<file path="config.mk">
export PLATFORM = sky130hd
export DESIGN_NAME = uart_tx_arbiter
export DESIGN_NICKNAME = d
export VERILOG_FILES = /design/src/rtl/uart_arb_pkg.sv /design/src/rtl/uart_rr_picker.sv /design/src/rtl/uart_tx_arbiter.sv
export SDC_FILE = /design/constraint.sdc
export NUM_CORES = 1
export LEC_CHECK = 0
export BUFFER_PORTS_ARGS = -buffer_cell sky130_fd_sc_hd__buf_4
export CORE_UTILIZATION = 43
export DETAILED_ROUTE_END_ITERATION = 10
export PLACE_DENSITY = 0.76
export RECOVER_POWER = 50
export SYNTH_ARGS = -nofsm -noshare
export SYNTH_HDL_FRONTEND = slang
export SYNTH_SLANG_ARGS = --single-unit
export TNS_END_PERCENT = 1
</file>
<file path="constraint.sdc">
create_clock -name clk -period 3 [get_ports clk]
set_clock_uncertainty 0.15 [all_clocks]
set_input_delay 0.45 -clock clk [delete_from_list [all_inputs] [get_ports clk]]
set_output_delay 0.45 -clock clk [all_outputs]
set_load 0.02 [all_outputs]
</file>
<file path="src/rtl/uart_arb_pkg.sv">
// Shared types and the round-robin search used by the UART TX arbiter.
package uart_arb_pkg;

   localparam int BYTE_W  = 8;
   localparam int MAX_REQ = 8;

   typedef enum logic [1:0] {
      IDLE = 2'b00,
      XFER = 2'b01
   } arb_state_e;

   typedef struct packed {
      logic       found;
      logic [2:0] idx;
   } pick_t;

   // First set bit of req at or after ptr, wrapping modulo n.
   function automatic pick_t rr_pick(input logic [MAX_REQ-1:0] req,
                                     input logic [2:0]         ptr,
                                     input int unsigned        n);
      pick_t       res;
      int unsigned pos;
      res = '0;
      for (int unsigned k = 0; k < MAX_REQ; k++) begin
         pos = (32'(ptr) + k) % n;
         if ((k < n) && !res.found && req[pos[2:0]]) begin
            res.found = 1'b1;
            res.idx   = pos[2:0];
         end
      end
      return res;
   endfunction

endpackage

</file>
<file path="src/rtl/uart_rr_picker.sv">
// Combinational winner selection for the TX arbiter.
// UART_ARB_PRIO_EN makes requester 0 a fixed highest priority.
module uart_rr_picker
   import uart_arb_pkg::*;
#(
   parameter int NUM_REQ = 4,
   parameter int ID_W    = 2
) (
   input  logic [NUM_REQ-1:0] req,
   input  logic [ID_W-1:0]    rr_ptr,
   output logic [ID_W-1:0]    winner,
   output logic               any_req
);

   logic [MAX_REQ-1:0] req_ext;
   logic [2:0]         ptr_ext;
   pick_t              pick;

   always_comb begin
      req_ext               = '0;
      req_ext[NUM_REQ-1:0]  = req;
      ptr_ext               = '0;
      ptr_ext[ID_W-1:0]     = rr_ptr;
`ifdef UART_ARB_PRIO_EN
      if (req_ext[0]) begin
         pick.found = 1'b1;
         pick.idx   = '0;
      end else begin
         pick = rr_pick(req_ext & 8'hFE, ptr_ext, NUM_REQ);
      end
`else
      pick = rr_pick(req_ext, ptr_ext, NUM_REQ);
`endif
      winner  = pick.idx[ID_W-1:0];
      any_req = pick.found;
   end

endmodule

</file>
<file path="src/rtl/uart_tx_arbiter.sv">
// Round-robin arbiter sharing the UART TX FIFO push port between requesters.
// Optional fixed priority for requester 0 via UART_ARB_PRIO_EN.
module uart_tx_arbiter
   import uart_arb_pkg::*;
#(
   parameter int NUM_REQ   = 4,
   parameter int MAX_BURST = 16,
   parameter int ID_W      = (NUM_REQ > 1) ? $clog2(NUM_REQ) : 1
) (
   input  logic                      clk,
   input  logic                      rst,
   input  logic [NUM_REQ-1:0]        req_valid,
   input  logic [NUM_REQ*BYTE_W-1:0] req_data,
   input  logic [NUM_REQ-1:0]        req_last,
   output logic [NUM_REQ-1:0]        req_ready,
   input  logic                      fifo_full,
   output logic                      fifo_wr_en,
   output logic [BYTE_W-1:0]         fifo_wdata,
   output logic [ID_W-1:0]           grant_id,
   output logic                      busy
);

   arb_state_e        state_q, state_d;
   logic [ID_W-1:0]   rr_ptr_q, rr_ptr_d;
   logic [ID_W-1:0]   grant_id_q, grant_id_d;
   logic [7:0]        burst_cnt_q, burst_cnt_d;

   logic [ID_W-1:0]   pick_winner;
   logic              pick_any;
   logic              sel_valid;
   logic              sel_last;
   logic [BYTE_W-1:0] sel_data;

   uart_rr_picker #(
      .NUM_REQ (NUM_REQ),
      .ID_W    (ID_W)
   ) u_picker (
      .req     (req_valid),
      .rr_ptr  (rr_ptr_q),
      .winner  (pick_winner),
      .any_req (pick_any)
   );

   always_comb begin
      sel_valid = 1'b0;
      sel_last  = 1'b0;
      sel_data  = '0;
      for (int i = 0; i < NUM_REQ; i++) begin
         if (ID_W'(i) == grant_id_q) begin
            sel_valid = req_valid[i];
            sel_last  = req_last[i];
            sel_data  = req_data[i*BYTE_W +: BYTE_W];
         end
      end
   end

   always_comb begin
      state_d     = state_q;
      rr_ptr_d    = rr_ptr_q;
      grant_id_d  = grant_id_q;
      burst_cnt_d = burst_cnt_q;
      req_ready   = '0;
      fifo_wr_en  = 1'b0;
      fifo_wdata  = '0;
      busy        = 1'b0;
      case (state_q)
         IDLE: begin
            if (pick_any) begin
               grant_id_d  = pick_winner;
               burst_cnt_d = '0;
               state_d     = XFER;
            end
         end
         XFER: begin
            busy = 1'b1;
            for (int i = 0; i < NUM_REQ; i++) begin
               if (ID_W'(i) == grant_id_q) req_ready[i] = !fifo_full;
            end
            fifo_wr_en = sel_valid & !fifo_full;
            if (fifo_wr_en) begin
               fifo_wdata = sel_data;
               // Last byte and burst limit share one release path.
               if (sel_last || (burst_cnt_q == 8'(MAX_BURST - 1))) begin
                  burst_cnt_d = '0;
                  rr_ptr_d    = (grant_id_q == ID_W'(NUM_REQ - 1)) ? '0
                                                                   : grant_id_q + ID_W'(1);
                  state_d     = IDLE;
               end else begin
                  burst_cnt_d = burst_cnt_q + 8'd1;
               end
            end
         end
         default: state_d = IDLE;
      endcase
   end

   always_ff @(posedge clk or negedge rst) begin
      if (!rst) begin
         state_q     <= IDLE;
         rr_ptr_q    <= '0;
         grant_id_q  <= '0;
         burst_cnt_q <= '0;
      end else begin
         state_q     <= state_d;
         rr_ptr_q    <= rr_ptr_d;
         grant_id_q  <= grant_id_d;
         burst_cnt_q <= burst_cnt_d;
      end
   end

   assign grant_id = grant_id_q;

endmodule
</file>
* Yosys cells after proc, flatten, opt, wreduce, memory -nomap -nowiden
Cells that the tools add are included.
Storage, ports and cells: bits in registers 14, bits of input ports 43, output and inout bits 16, word-level logic and storage cells 80
Cells by class: add/subtract/negate cells 5, $lt $le $gt $ge 4, equality and inequality tests 9, muxes and demuxes 42, bitwise operators 1, reductions and logical operators 15
Operators with widths (number):
- $mux 8 | 9
- $mux 4 | 5
- $mux 1 | 18
- $lt 2x4->1 const B | 4
- $pmux 8 s2 | 1
- $reduce_and 3->1 | 3
- $add 8x1->8 const B | 1
- $bmux 1 s2 | 4
- $eq 8x4->1 const B | 1
- $mux 2 | 4
- $add 2x1->2 const B | 2
- $add 2x2->2 const B | 2
- $eq 2x2->1 const A | 2
- $logic_not 1->1 | 4
- $logic_not 2->1 | 2
- $ne 2x2->1 const B | 2
- $pmux 2 s2 | 1
- $logic_and 1x1->1 | 3
- $eq 1x2->1 const A | 1
- $eq 2x1->1 const B | 1
- $eq 2x2->1 const B | 1
- $ne 2x1->1 const B | 1
- $reduce_and 2->1 | 1
- $reduce_bool 2->1 | 1
- other kinds (2) | 2

* Longest topological paths before layout
Gate-level depths: netlist of the first run.
depth after elaboration 14, mapped depth 10, mapped depth without buffers 8

* Hierarchy
From an unflattened synthesis of the first run, not the netlist that was laid out.
Unflattened totals: cell total of the unflattened synthesis 153, area total of the unflattened synthesis 1214.9 um^2
By module, submodules not included:
- uart_tx_arbiter | instances 1, cells each 138, area each 1137.3 um^2, seq. area each 325.3 um^2
- uart_rr_picker | instances 1, cells each 15, area each 77.6 um^2, seq. area each 0.0 um^2

* Least setup slack after synthesis of the first run
No wires, ideal clock.
path type register -> output, from register grant_id_q[1], in the netlist grant_id[1], to output fifo_wdata[0], arrival 1910 ps, required time 2400 ps, path slack 490 ps, cell stages (with the launch flop) 10, cells stage by stage dfrtp_1 > inv_1 > ha_1 > nor2b_2 > buf_6 > a21oi_2 > or2_1 > buf_6 > buf_2 > nor2_1
On the way: longest elaborated chain between the ends 8, elaborated cells on any way between the ends 15
Ends and longest elaborated chain:
- from (decl) | line uart_tx_arbiter.sv:25 | logic [ID_W-1:0] grant_id_q, grant_id_d;
- from (signal assigned) | line uart_tx_arbiter.sv:106 | grant_id_q <= grant_id_d;
- $logic_not 2->1 | line uart_tx_arbiter.sv:49 | if (ID_W'(i) == grant_id_q) begin
- $mux 1 (4 in series) | line uart_tx_arbiter.sv:49
- $and 1x1->1 | line uart_tx_arbiter.sv:79 | fifo_wr_en = sel_valid & !fifo_full;
- $mux 8 * | line uart_tx_arbiter.sv:80 | if (fifo_wr_en) begin
- $mux 8 * | line uart_tx_arbiter.sv:66 | case (state_q)
- to (decl) | line uart_tx_arbiter.sv:18 | output logic [BYTE_W-1:0] fifo_wdata,
Mark *: on every way between the ends. The rest lies on a longest branch, timed or not.

* Worst setup path after layout of the first run
from register grant_id_q[1], in the netlist grant_id[1], to output fifo_wdata[3]
The elaborated chain is that of the path after synthesis.

==> results.cfg, run 1 <==
[finish]
area_growth_pct = 41.21
design_area_um2 = 1638
drive_above_1_share_pct = 33.80
final.fill_count = 235
instances_no_fill = 243
final_nets = 262
fin_util_pct = 64.93
multi_input_area_um2 = 754.5
seqCellArea_um2 = 325.3
antenna_cells = 0

[critical_path]
crit_top_cell = buf_4
path_cells = inv_1 > ha_1 > nor2b_2 > a21oi_2 > or2_4 > buf_4 > nor2_1 > buf_4
critical_path_class = reg2out
critical_path.top_delay_family = simple AND/OR/NAND/NOR gates
arrival_ps = 2210
endpoint_kind = primary output
crit_required_ps = 2400
reg2reg_depth = 8
cpPeakStageDelay_ps = 400
critPathLaunchType = flop
critical_path_depth = 8
path_max_fanout = 9
worst-path-buf-inv = 3
cp_slowest_cell = dfrtp_1

[synth]
synthArstFlopShare_pct = 100.0
syn-instance-count = 153
seq_area_frac_synth_pct = 28.05
yosys-top-cells-area = dfrtp_1 28%, nand3_1 8.2%, nor2_1 7.1%, a221oi_1 6.0%, a21oi_1 5.6%
yosysTopAreaCell = dfrtp_1
synth_most_common_cell = nor2_1
yosys-top-cells-count = 22 x nor2_1, 19 x nand3_1, 13 x a21oi_1, 13 x dfrtp_1, 10 x nor3_1
synthesis.area_um2 = 1160
syn-num-nets = 201
synth_edf_count = 0
syn_area_per_cell_um2 = 7.581
ys_warn_count = 0
netlist.area_leader.share_pct = 28.05
synth_flop_cell = dfrtp_1
ys_types = 42
yosys_register_bits = 13

[routing]
wl_met3_um = 270
ant_nets = 0
first_pass_iters = 5
wl_met1_um = 1552
via_per_inst = 5.728
wl_per_cell_um = 14.72
drt-initial-drc-count = 45
wl_um = 3576
topRoutingLayerUsed = met4
drc = 0
vias = 1392
wl_met2_um = 1706

[sta]
setup-tns-final_ps = 0
rsz0062_at_grt = false
finalCriticalPeriod_ps = 2805
worst_slack_ps = 194.7
slew_violations = 0
hold_viol = 0
maxSlewHeadroom_pct = 50.72
fin_crit_sh_pct = 93.51
setup_viol = 0
fmax_mhz = 356.5
worstMarginPinSlew_ps = 739.2

[placed_design]
port-buffer-count = 58
dp_hpwl_um = 2787
dpl_cell_area_um2 = 1607
pre_cts_ws_ps = 227.7
dp_cells = 236
place_congestion = 0.8515

[clock_tree]
cts_buffer_depth = 2
numCtsBuffers = 3
cts.sinks = 13
clock_latency_ps = 290
htree_levels = 1
cts_tree = built
clock-root-buffer = clkbuf_4
clk_pin_slew_worst_paths_ps = 80

[power_and_ir_drop]
power_switching_uw = 701.6
leakage_nw = 0.7635
p_seq_share_pct = 22.5
p_per_area_nw_per_um2 = 840.3
pwr-share-clk_pct = 8.3
max-vdd-ir-drop_mv = 0.5503
p_sw_share_pct = 50.98
p_int_uw = 674.6
combPwrFrac_pct = 69.2

[die]
ios = 59
row_count = 18
start_util_pct = 45.98
dieArea_um2 = 2909
die_h_um = 53.94
die_w_um = 53.94
core_area_um2 = 2522

[status]
status = finished, final reports clean

[run]
maxCapViolCount = 0

[worst_hold_path]
hold_class = in2reg
hold_depth = 3

[global_route]
antenna_found_initial = 0
grt_first_pass_wirelength_um = 5575
grt_max_degree = 22
grt_usage_pct = 26.76
overflow = 0
grt_pass1_vias = 1264
[power by group through the flow]
stage                     Sequential, mW  Combinational (mW)  Clock (mW)
after floorplan                    0.311               0.666           0
after global placement             0.305               0.914           0
after detailed placement           0.310               0.941           0
after CTS                          0.308               0.952       0.118
after global routing               0.321                1.04       0.127
final                              0.310               0.952       0.115
[metal layers]
layer | vias to the layer above | global-route usage, %
met4 | 0 | 10.96
met3 | 7 | 5.932
met1 | 640 | 33.05
li1 | 689 | -
met2 | 56 | 44.44
met5 | - | 0
[stage by stage]
| step | hold WS (ps) | total power [mW] |
|---|---|---|
| after CTS | 361.7 | 1.378 |
| after floorplan | 4.409 | 0.9765 |
| final | 371.0 | 1.376 |
| after global placement | 154.6 | 1.219 |
| after detailed placement | 156.0 | 1.251 |
| after global routing | 368.9 | 1.487 |
[worst paths after layout]
kind	start	to	slack (ps)
min	req_valid[1]	grant_id[1]$_DFFE_PN0P_	370
max reg2reg	grant_id[1]$_DFFE_PN0P_	rr_ptr_q[1]$_DFFE_PN0P_	350
min in group asynchronous	rst	burst_cnt_q[3]$_DFFE_PN0P_	590
min reg2reg	burst_cnt_q[0]$_DFFE_PN0P_	burst_cnt_q[0]$_DFFE_PN0P_	430
max in group asynchronous	rst	burst_cnt_q[1]$_DFFE_PN0P_	1640
max	grant_id[1]$_DFFE_PN0P_	fifo_wdata[3]	190
[layout make-up]
| type | instances | area share [%] |
|---|---|---|
| Tap cell | 30 | 2.292 |
| Multi-Input combinational cell | 124 | 46.07 |
| Sequential cell | 13 | 19.86 |
| Inverter | 7 | 1.833 |
| Clock buffer | 4 | 1.604 |
| Timing Repair Buffer | 65 | 28.34 |
[cells in the final DEF (no fill, tap or decap), types with 3 or more instances in the layout]
cell / n
a21oi_1: 13
dfrtp_1: 13
nor3_1: 10
nand3_1: 19
ha_1: 5
clkbuf_4: 3
nor2_1: 22
a221oi_1: 8
o21ai_0: 5
and2_1: 3
nand2_1: 7
inv_1: 5
a31oi_1: 4
clkbuf_1: 8
buf_4: 57
[sequential cells by signal, indices dropped and copies added (netlist names)]
register / flops
grant_id: 2
burst_cnt_q: 8
rr_ptr_q: 2
state_q: 1
[kinds of logic after synthesis]
family,after synthesis,synth area share [%]
AO/OA/AOI/OAI,38,22.98
adder cells (fa/ha/maj),5,5.394
buffers and inverters,16,7.119
flip-flops,13,28.05
multiplexers,2,1.834
AND/OR/NAND/NOR,79,34.63
[worst register-to-register path: cells and delay by family (launching register included)]
| kind | cells | cell delay, ps |
|---|---|---|
| AOI/OAI and AO/OA | 2 | 480 |
| buffers and inverters | 2 | 460 |
| DFF | 1 | 420 |
| and+or+nand+nor | 2 | 420 |
| muxes | 1 | 360 |
| adders and majority gates | 1 | 270 |
[timing repair]
item / CTS / global route
endpoints found under the hold margin: 13 / 0
gates resized for setup: 1 / 1
hold buffers: 1 / 0
pin swaps: 0 / 1
buffers inserted: 0 / 2
endpoints found under the setup margin: 1 / 1
No activity file was read; power rests on OpenSTA's default activity.
==> run 2: changes to the inputs <==
Settings changed: CELL_PAD_IN_SITES_DETAIL_PLACEMENT set to 2, CELL_PAD_IN_SITES_GLOBAL_PLACEMENT set to 2, CORE_UTILIZATION 43 to 25, CTS_BUF_LIST set to sky130_fd_sc_hd__clkbuf_8, PLACE_DENSITY 0.76 to not set, PLACE_DENSITY_LB_ADDON set to 0.1, SYNTH_HIERARCHICAL set to 1.
==> run 2 against run 1 <==
Effect of this change:
- clock-buffer cell count decreased by 1
- critical path type unchanged
- final cell count increased by 9.9%
- worst hold slack improved by 49 ps
- design area increased by 7.7%
- critical endpoint is now fifo_wdata[4]
- clock power increased by 32%
- highest routed layer unchanged
- global-route usage decreased by 7.8 points
==> results.cfg, run 2 <==
[critical_path]
crit_required_ps = 2400
path_max_fanout = 12
reg2reg_depth = 8
endpoint_kind = primary output
arrival_ps = 2160
critPathLaunchType = flop
r2r_slack_ps = 550
critical_path_class = reg2out
rr_startpoint = grant_id[1]$_DFFE_PN0P_
timing.rr.end = burst_cnt_q[7]$_DFFE_PN0P_

[clock_tree]
htree_levels = 1
clock_latency_ps = 240
clk_pin_slew_worst_paths_ps = 50
clock-root-buffer = clkbuf_8
cts_tree = built
cts_buffer_depth = 2
postCtsSetupBuffers = 0
cts.sinks = 13
numCtsBuffers = 3

[power_and_ir_drop]
p_seq_share_pct = 19.5
p_int_uw = 726.0
max-vdd-ir-drop_mv = 0.4698
pwr-share-clk_pct = 10.5
combPwrFrac_pct = 70.0
leakage_nw = 0.7990
p_sw_share_pct = 49.52
power_switching_uw = 712.4
p_per_area_nw_per_um2 = 815.3

[sta]
maxSlewHeadroom_pct = 49.86
rsz0062_at_grt = false
slew_violations = 0
fin_crit_sh_pct = 92.07
finalCriticalPeriod_ps = 2762
setup_viol = 0
hold_viol = 0
worstMarginPinSlew_ps = 752.1
worst_slack_ps = 237.9
setup-tns-final_ps = 0
fmax_mhz = 362.0

[synth]
synth_most_common_cell = a21oi_1
yosys-top-cells-area = dfrtp_1 27%, nor2b_1 6.2%, a21oi_1 5.8%, a221oi_1 5.8%, ha_1 5.1%
netlist.area_leader.share_pct = 26.78
ys_warn_count = 6
synthesis.area_um2 = 1215
yosysTopAreaCell = dfrtp_1
synth_flop_cell = dfrtp_1
synthArstFlopShare_pct = 100.0
seq_area_frac_synth_pct = 26.78
syn_area_per_cell_um2 = 7.941
syn-num-nets = 201
ys_types = 43
synth_edf_count = 0
yosys-top-cells-count = 14 x a21oi_1, 13 x dfrtp_1, 12 x nor2_1, 12 x nor2b_1, 11 x inv_1
syn-instance-count = 153
yosys_register_bits = 13

[finish]
largest_reg_flops = 8
area_growth_pct = 45.21
layout_commonest_cell = buf_4
antenna_cells = 0
layout_common_cells = 59 x buf_4, 14 x a21oi_1, 13 x dfrtp_1
drive_above_1_share_pct = 35.81
final_nets = 264
top_register = burst_cnt_q
fin_util_pct = 39.17

[global_route]
grt_max_degree = 23
grt_usage_pct = 18.93
overflow = 0
grt_first_pass_wirelength_um = 7707
antenna_found_initial = 0
grt_pass1_vias = 1581

[worst_hold_path]
hold_class = reg2reg
min_to = rr_ptr_q[0]$_DFFE_PN0P_
hold_depth = 1
hold_path_startpoint = grant_id[0]$_DFFE_PN0P_

[placed_design]
port-buffer-count = 58
place_congestion = 0.7902
pre_cts_ws_ps = 200.6
dp_hpwl_um = 3819

[die]
core_area_um2 = 4504
dieArea_um2 = 5142
die_w_um = 71.71
ios = 59
row_count = 24
die_h_um = 71.71
start_util_pct = 26.97

[routing]
drc = 0
drt-initial-drc-count = 24
wl_um = 4696
wl_per_cell_um = 17.59
vias = 1424
via_per_inst = 5.333
first_pass_iters = 4
ant_nets = 0

[status]
status = finished, final reports clean

[run]
maxCapViolCount = 0
run 2: cell type report:
cell class	instances	area [um2]
repair buffers	65	471.7
clock buffers	3	41.29
multi-input cells	121	812.0
flip-flops and latches	13	325.3
well taps	52	65.06
inverters	12	45.04
fillers	560	2740
clock inverters	1	3.754
run 2: critical path, stage by stage (launching register included):
cell,delay [ps]
dfrtp_1,400
inv_1,100
ha_1,220
buf_4,190
nor2b_2,340
a221oi_1,140
nor3_1,150
a21oi_1,70
nor2_1,130
buf_4,160
run 2: through the flow:
step | instances | hold slack (ps) | instance area (um2) | power [mW]
final | 267 | 420.4 | 1764 | 1.438
after global routing | 267 | 460.3 | 1764 | 1.565
after CTS | 267 | 420.1 | 1782 | 1.476
after detailed placement | 262 | 157.6 | 1724 | 1.314
after global placement | 262 | 155.9 | 1724 | 1.255
after floorplan | 153 | 4.409 | 1215 | 0.9357
run 2: worst max path at each step:
| stage | cells after the start | end | start |
|---|---|---|---|
| CTS | 7 | fifo_wr_en | grant_id[0]$_DFFE_PN0P_ |
| global route | 9 | fifo_wdata[3] | grant_id[1]$_DFFE_PN0P_ |
| floorplan | 9 | fifo_wdata[0] | grant_id[1]$_DFFE_PN0P_ |
| global placement | 9 | fifo_wdata[7] | grant_id[1]$_DFFE_PN0P_ |
| detailed placement | 9 | fifo_wdata[4] | grant_id[1]$_DFFE_PN0P_ |
| finish | 9 | fifo_wdata[4] | grant_id[1]$_DFFE_PN0P_ |
run 2: kinds of logic after synthesis:
| logic type | synth area share [%] |
|---|---|
| simple gates | 29.04 |
| compound gates | 31.41 |
| buf+inv | 6.693 |
| flops | 26.78 |
| fa+ha+maj | 5.149 |
| mux | 0.9268 |
run 2: power groups by stage:
stage / logic, mW / registers, mW / clock network [mW]
6_report: 1.01 / 0.281 / 0.152
4_1_cts: 1.04 / 0.282 / 0.157
5_1_grt: 1.11 / 0.291 / 0.167
3_5_place_dp: 1.03 / 0.284 / 0
2_1_floorplan: 0.651 / 0.284 / 0
3_3_place_gp: 0.977 / 0.278 / 0
run 2: layer usage:
layer	routed length [um]	part of all wire, %	up-vias	track usage [%]
li1	-	-	683	-
met1	1922	41	697	22.05
met2	2519	54	40	36.69
met3	207	4.4	4	1.547
met4	47	1.0	0	5.229
met5	0	0	-	0
run 2: repair_timing:
item                                    CTS  global route
endpoints found under the hold margin    13             0
endpoints found under the setup margin    5             3
hold buffers                              1             0
gates resized for setup                   1             1
==> run 3: changes to the inputs <==
Settings changed: CORE_ASPECT_RATIO set to 1.75.
==> run 3 against run 2 <==
Effect of this change:
- sequential power hardly changed
- fmax is 0.62% lower
- worst hold slack worse by 5.5 ps
- sequential share of layout area is 0.079 points higher
- design area is 0.43% lower
- routed wire length is 0.13% higher
- utilization is 1.5 points lower
- global-route usage is 0.78 points higher
- largest power group unchanged
==> results.cfg, run 3 (synthesized netlist as in run 2, its figures left out) <==
[worst_hold_path]
hold_class = reg2reg
hold_depth = 1
min_to = burst_cnt_q[1]$_DFFE_PN0P_
hold_path_startpoint = burst_cnt_q[1]$_DFFE_PN0P_

[sta]
timing.hold.ws_ps = 414.9
maxSlewHeadroom_pct = 49.49
setup_viol = 0
hold_viol = 0
setup-tns-final_ps = 0
finalCriticalPeriod_ps = 2779
fmax_mhz = 359.8
slew_violations = 0
rsz0062_at_grt = false
fin_crit_sh_pct = 92.65
worstMarginPinSlew_ps = 757.6

[finish]
instances_no_fill = 266
multi_input_area_um2 = 812.0
area_growth_pct = 44.59
drive_above_1_share_pct = 35.51
seqCellArea_um2 = 325.3
final_nets = 263
top_register = burst_cnt_q
antenna_cells = 0
largest_reg_flops = 8
layout_common_cells = 58 x buf_4, 14 x a21oi_1, 13 x dfrtp_1
final.fill_count = 574
layout_commonest_cell = buf_4

[routing]
first_pass_iters = 4
drt-initial-drc-count = 17
via_per_inst = 5.331
wl_per_cell_um = 17.68
wl_um = 4702
vias = 1418
drc = 0
ant_nets = 0

[global_route]
overflow = 0
grt_pass1_vias = 1564
antenna_found_initial = 0
grt_first_pass_wirelength_um = 7238
grt_max_degree = 22
grt_usage_pct = 19.71

[die]
ios = 59
core_area_um2 = 4666
die_w_um = 54.70
start_util_pct = 26.04
die_h_um = 94.22
dieArea_um2 = 5153
row_count = 33

[critical_path]
critical_path_class = reg2out
timing.rr.end = burst_cnt_q[3]$_DFFE_PN0P_
reg2reg_depth = 8
crit_required_ps = 2400
path_max_fanout = 8
critPathLaunchType = flop
endpoint_kind = primary output
arrival_ps = 2180
rr_startpoint = grant_id[1]$_DFFE_PN0P_
r2r_slack_ps = 580

[placed_design]
dp_hpwl_um = 3934
port-buffer-count = 58
place_congestion = 0.7641
dp_cells = 261

[clock_tree]
numCtsBuffers = 3
clock-root-buffer = clkbuf_8
cts.sinks = 13
cts_tree = built
clock_latency_ps = 250
postCtsSetupBuffers = 0
clk_pin_slew_worst_paths_ps = 60
cts_buffer_depth = 2
htree_levels = 1

[power_and_ir_drop]
p_per_area_nw_per_um2 = 814.9
leakage_nw = 0.7938
max-vdd-ir-drop_mv = 0.3592

[status]
status = finished, final reports clean

[run]
maxCapViolCount = 0
==> run 3: worst max-delay path, stage by stage (launching register included) <==
cell	delay [ps]
dfrtp_1	400
inv_1	100
ha_1	220
nand3b_1	200
a211oi_1	270
o21ai_2	180
buf_4	240
nor2_1	140
buf_4	170
==> run 3: power breakdown <==
group,internal [mW],total (mW),switching (mW)
logic,0.409,0.991,0.581
registers,0.221,0.280,0.0591
clock network,0.0908,0.161,0.0698
==> run 3: what timing repair did <==
action	in CTS	in global routing
endpoints found under the setup margin	0	9
hold endpoints to repair	13	0
hold buffers	1	0
gates resized for setup	0	2
==> run 3: area by class of cell <==
type / instances / share of cell area, %
flip-flops and latches: 13 / 18.52
multi-input cells: 121 / 46.23
repair buffers: 64 / 26.42
inverters: 12 / 2.564
well taps: 52 / 3.704
clock inverters: 1 / 0.2137
clock buffers: 3 / 2.350
==> run 3: worst max-delay path by stage <==
stage | endpoint | start | slack [ps]
final | fifo_wdata[5] | grant_id[1]$_DFFE_PN0P_ | 220
after global routing | fifo_wdata[7] | grant_id[1]$_DFFE_PN0P_ | 130
after CTS | fifo_wdata[4] | grant_id[1]$_DFFE_PN0P_ | 20
after detailed placement | fifo_wdata[4] | grant_id[1]$_DFFE_PN0P_ | 300
after global placement | fifo_wr_en | grant_id[1]$_DFFE_PN0P_ | 390
after floorplan | fifo_wdata[0] | grant_id[1]$_DFFE_PN0P_ | 510
==> run 3: stage by stage <==
step / area, um2 / util [%] / total power [mW] / setup WS, ps
global placement: 1717 / 36.79 / 1.252 / 386.7
detailed placement: 1717 / 36.79 / 1.299 / 304.2
global route: 1757 / 37.65 / 1.563 / 126.2
CTS: 1772 / 37.97 / 1.471 / 24.89
floorplan: 1215 / - / 0.9357 / 514.2
finish: 1757 / 37.65 / 1.432 / 220.6
==> run 3: routing by layer <==
| layer | track usage, % | wire length [um] | vias to the layer above |
|---|---|---|---|
| met3 | 2.589 | 224 | 9 |
| met5 | 0 | 0 | - |
| li1 | - | - | 679 |
| met1 | 17.62 | 1548 | 684 |
| met4 | 7.906 | 106 | 0 |
| met2 | 39.56 | 2823 | 46 |
